<file path="src/rtl/mips_multicycle_ctrl.sv">
// mips_multicycle_ctrl: multi-cycle FETCH/DECODE/EXEC/WB sequencer for the ALU-only MIPS datapath
// Ports:
//   clock, reset         rising-edge clock, asynchronous active-high reset
//   inst, imem_ack       instruction word and its valid strobe (taken in FETCH only)
//   imem_req             fetch request, high in FETCH
//   stall                holds the sequencer in EXEC
//   alu_op, alu_src2,    registered ALU / register-file controls, loaded in DECODE
//   rd_src
//   writeenable, pc_en   one-cycle strobes in WB
//   except               sticky unsupported-instruction flag
//   retired              count of completed instructions, wraps silently
module mips_multicycle_ctrl #(
    parameter int CNT_W    = 16,
    parameter int OPCODE_W = 6
) (
    input  logic             clock,
    input  logic             reset,
    input  logic [31:0]      inst,
    input  logic             imem_ack,
    input  logic             stall,
    output logic             imem_req,
    output logic [2:0]       alu_op,
    output logic [1:0]       alu_src2,
    output logic             rd_src,
    output logic             writeenable,
    output logic             pc_en,
    output logic             except,
    output logic [CNT_W-1:0] retired
);
    typedef enum logic [2:0] {FETCH, DECODE, EXEC, WB, EXCEPT} state_t;
    state_t state, state_nx;
    // only the opcode and funct fields of IR are ever consulted
    logic [OPCODE_W-1:0] opcode, funct;
    logic       valid;
    logic [2:0] dec_op;
    logic [1:0] dec_src2;
    logic       dec_rd;
    always_comb begin
        valid    = 1'b1;
        dec_op   = 3'b000;
        dec_src2 = 2'b00;
        dec_rd   = 1'b0;
        case (opcode)
            6'h00: case (funct)
                6'h20:   dec_op = 3'b010;
                6'h22:   dec_op = 3'b011;
                6'h24:   dec_op = 3'b100;
                6'h25:   dec_op = 3'b101;
                6'h27:   dec_op = 3'b110;
                6'h26:   dec_op = 3'b111;
                default: valid  = 1'b0;
            endcase
            6'h08:   {dec_op, dec_src2, dec_rd} = {3'b010, 2'b01, 1'b1};
            6'h0c:   {dec_op, dec_src2, dec_rd} = {3'b100, 2'b10, 1'b1};
            6'h0d:   {dec_op, dec_src2, dec_rd} = {3'b101, 2'b10, 1'b1};
            6'h0e:   {dec_op, dec_src2, dec_rd} = {3'b111, 2'b10, 1'b1};
            default: valid = 1'b0;
        endcase
    end
    always_comb begin
        state_nx = state;
        case (state)
            FETCH:   state_nx = imem_ack ? DECODE : FETCH;
            DECODE:  state_nx = valid ? EXEC : EXCEPT;
            EXEC:    state_nx = stall ? EXEC : WB;
            WB:      state_nx = FETCH;
            default: state_nx = state;
        endcase
    end
    always_ff @(posedge clock or posedge reset) begin
        if (reset) begin
            state    <= FETCH;
            opcode   <= '0;
            funct    <= '0;
            alu_op   <= 3'b000;
            alu_src2 <= 2'b00;
            rd_src   <= 1'b0;
            retired  <= '0;
        end else begin
            state <= state_nx;
            if (state == FETCH && imem_ack) begin
                opcode <= inst[31:32-OPCODE_W];
                funct  <= inst[OPCODE_W-1:0];
            end
            // an unsupported instruction leaves the previous controls in place
            if (state == DECODE && valid) {alu_op, alu_src2, rd_src} <= {dec_op, dec_src2, dec_rd};
            if (state == WB) retired <= retired + 1'b1;
        end
    end
    // strobes come straight from the state register so an async reset drops them at once
    assign imem_req    = state == FETCH;
    assign writeenable = state == WB;
    assign pc_en       = state == WB;
    assign except      = state == EXCEPT;
endmodule
</file>
<file path="config.mk">
export PLATFORM = sky130hd
export DESIGN_NAME = mips_multicycle_ctrl
export DESIGN_NICKNAME = d
export VERILOG_FILES = /design/src/rtl/mips_multicycle_ctrl.sv
export SDC_FILE = /design/constraint.sdc
export NUM_CORES = 1
export LEC_CHECK = 0
export ABC_AREA = 1
export CAP_MARGIN = 20
export CORE_MARGIN = 2
export CORE_UTILIZATION = 40
export CTS_CLUSTER_SIZE = 14
export DETAILED_ROUTE_END_ITERATION = 6
export DONT_BUFFER_PORTS = 1
export GPL_TIMING_DRIVEN = 1
export REMOVE_ABC_BUFFERS = 1
export SLEW_MARGIN = 20
export SYNTH_ARGS = -nofsm -noshare
export SYNTH_HDL_FRONTEND = slang
export SYNTH_SLANG_ARGS = --single-unit
</file>
<file path="constraint.sdc">
create_clock -name clock -period 4.7 [get_ports clock]
set_clock_uncertainty 0.15 [all_clocks]
set_input_delay 0.47 -clock clock [delete_from_list [all_inputs] [get_ports clock]]
set_output_delay 0.47 -clock clock [all_outputs]
set_load 0.05 [all_outputs]
</file>
==> impl_metrics.py <==
metrics = {
    "floorplanning": {
        "core_sq_um": 4380,
        "num_io_pins": 62,
        "dieArea_sq_um": 5110,
        "die_w_um": 71.5,
        "rows": 24,
        "initial_utilization": 0.416,
        "die_y_um": 71.5,
    },
    "cells_and_area": {
        "multi_input_area_sq_um": 800,
        "nNetsFinal": 257,
        "layout_commonest_cell": "nand2_1",
        "regArea_sq_um": 926,
        "final_cell_area_sq_um": 1970,
        "nFillCells": 449,
        "syn_to_final_growth_pct": 8.30,
        "n_antenna_cell": 0,
        "finalNonFillerCells": 272,
        "drive_gt1_frac": 0.109,
        "final_cell_mix": "nand2_1, dfrtp_1, inv_1, nor2_1, nand3_1",
    },
    "synth": {
        "syn-cell-area_sq_um": 1820,
        "yosysWarnings": 0,
        "ys_seq_area_frac": 0.508,
        "avgSynthCellArea_sq_um": 8.52,
        "ys_ff_latch": 37,
        "synth_cells": 214,
        "synth.distinct_cells": 23,
    },
    "pwr": {
        "leakagePower_uw": 0.00102,
        "peakVddDrop_uv": 254,
        "power.density_nw_per_um2": 520,
        "p_total_uw": 1030,
    },
    "routing": {
        "routed_via_density": 4.87,
        "dr.pass1.iters": 4,
        "routed_wl_mm": 3.30,
        "drtIter0Drc": 47,
        "vias": 1325,
        "ant_nets": 0,
        "post_drt_wl_per_cell_um": 12.1,
        "drc_errors": 0,
    },
    "setup_path": {
        "start_kind": "flop",
        "crit_path_end_kind": "flop",
        "crit_arrival_ns": 2.39,
        "crit_required_ns": 4.72,
        "critical_path_class": "reg2reg",
        "crit_path_max_fanout": 19,
    },
    "timing": {
        "min_period_ns": 2.37,
        "slew_viol_final": 0,
        "setup_viol": 0,
        "fmax_ghz": 0.421,
        "worst-slew-pin-transition_ns": 0.934,
        "period_share": 0.505,
        "slew_headroom": 0.377,
        "finalHoldViolations": 0,
        "fin_ws_ns": 2.33,
        "tns_ns": 0,
        "rsz0062_at_grt": "false",
    },
    "place": {
        "portBuffers": 0,
        "dpl_worst_slack_ns": 2.31,
        "placed_area_sq_um": 1890,
        "placed_cells": 265,
        "gpl.final_weighted_congestion": 0.721,
        "hpwl_mm": 2.45,
    },
    "clocking": {
        "path_clk_slew_ns": 0.07,
        "clk_latency_ns": 0.28,
        "htreeDepth": 2,
        "cts_tree": "yes",
        "clockBufferDepth": 2,
        "clkSinkCount": 37,
        "hold_buffers": 0,
        "cts_resized": 0,
        "post_cts_buffers": 0,
        "root_buffer": "clkbuf_8",
        "cts_buffers": 5,
    },
    "min_path": {
        "hold_class": "in2async",
    },
    "flow_run": {
        "drv_cap": 0,
    },
    "global_route": {
        "grt_usage": 0.144,
        "antenna_found_initial": 0,
        "grt_max_degree": 38,
        "grt_overflow": 0,
        "grt_pass1_vias": 1280,
        "grt_pass1_wl_mm": 5.72,
    },
    "status": {
        "outcome": "complete, no violations",
    },
}
cell families after synthesis:
kind of cell               Yosys count  share of synthesized area
muxes                                6                     0.0371
adders and majority gates            1                    0.00686
AOI/OAI and AO/OA                   10                     0.0288
xor gates and xnor gates            12                     0.0577
DFF                                 37                      0.508
and+or+nand+nor                    122                      0.305
buffers and inverters               26                     0.0563
final cells by class:
class,instances,share of cell area
Timing Repair Buffer,1,0.00380
Clock buffer,7,0.0437
Inverter,24,0.0456
Sequential cell,37,0.469
Multi-Input combinational cell,151,0.405
Tap cell,52,0.0330
cells in the mapped netlist:
cell / count / area share
nand2_1: 63 / 0.13
dfrtp_1: 37 / 0.51
inv_1: 24 / 0.049
nor2_1: 24 / 0.049
nand3_1: 17 / 0.047
a21oi_1: 7 / 0.019
mux2_2: 6 / 0.037
xnor2_1: 6 / 0.029
xor2_1: 6 / 0.029
nand3b_1: 4 / 0.016
nor2_2: 4 / 0.014
nand4_1: 3 / 0.010
nor2_4: 2 / 0.012
o21ai_0: 2 / 0.0055
buf_2: 1 / 0.0027
buf_4: 1 / 0.0041
ha_1: 1 / 0.0069
nand2_2: 1 / 0.0034
nand3_2: 1 / 0.0055
nand3_4: 1 / 0.0096
nor3_1: 1 / 0.0027
nor3_2: 1 / 0.0055
o21a_1: 1 / 0.0041
critical path, cell delays in order, from the launching register on:
cell     delay (ns)
dfrtp_1        0.48
nor3_2         0.77
nand2_2        0.45
mux2_2         0.40
through the flow:
step                      hold slack (ns)   util
after floorplan                     0.354      -
after global placement              0.355  0.431
after detailed placement            0.358  0.431
after CTS                          0.0466  0.450
after global routing               0.0755  0.450
final                              0.0291  0.450
path summary, 6_finish.rpt:
kind	cells past startpoint	slack (ns)	end	from
worst max-delay path	3	2.33	funct[1]$_DFFE_PP0P_	state[1]$_DFFE_PP0P_
worst min-delay path	2	0.03	opcode[1]$_DFFE_PP0P_	reset
worst max register to register	3	2.33	funct[1]$_DFFE_PP0P_	state[1]$_DFFE_PP0P_
worst min register to register	2	0.39	funct[5]$_DFFE_PP0P_	funct[5]$_DFFE_PP0P_
max in group asynchronous	2	4.04	alu_src2[0]$_DFFE_PP0P_	reset
min in group clock	1	0.19	opcode[5]$_DFFE_PP0P_	inst[31]
power by group:
part | leakage, uW | switching [uW] | internal, uW
Sequential | 0.000477 | 150 | 399
Clock | 0.0000443 | 104 | 116
Combinational | 0.000497 | 166 | 90.9
Total | 0.00102 | 420 | 607
sequential cells by signal, summed over array words and instances (netlist names):
register,count
retired,16
state,3
alu_op,3
opcode,6
funct,6
rd_src,1
alu_src2,2
layer usage:
layer	track usage	vias up	part of all wire
met5	0	-	0
met2	0.199	29	0.41
met1	0.200	614	0.50
met3	0.0591	4	0.068
li1	-	678	-
met4	0.0566	0	0.016
No activity file was read; power rests on OpenSTA's default activity.
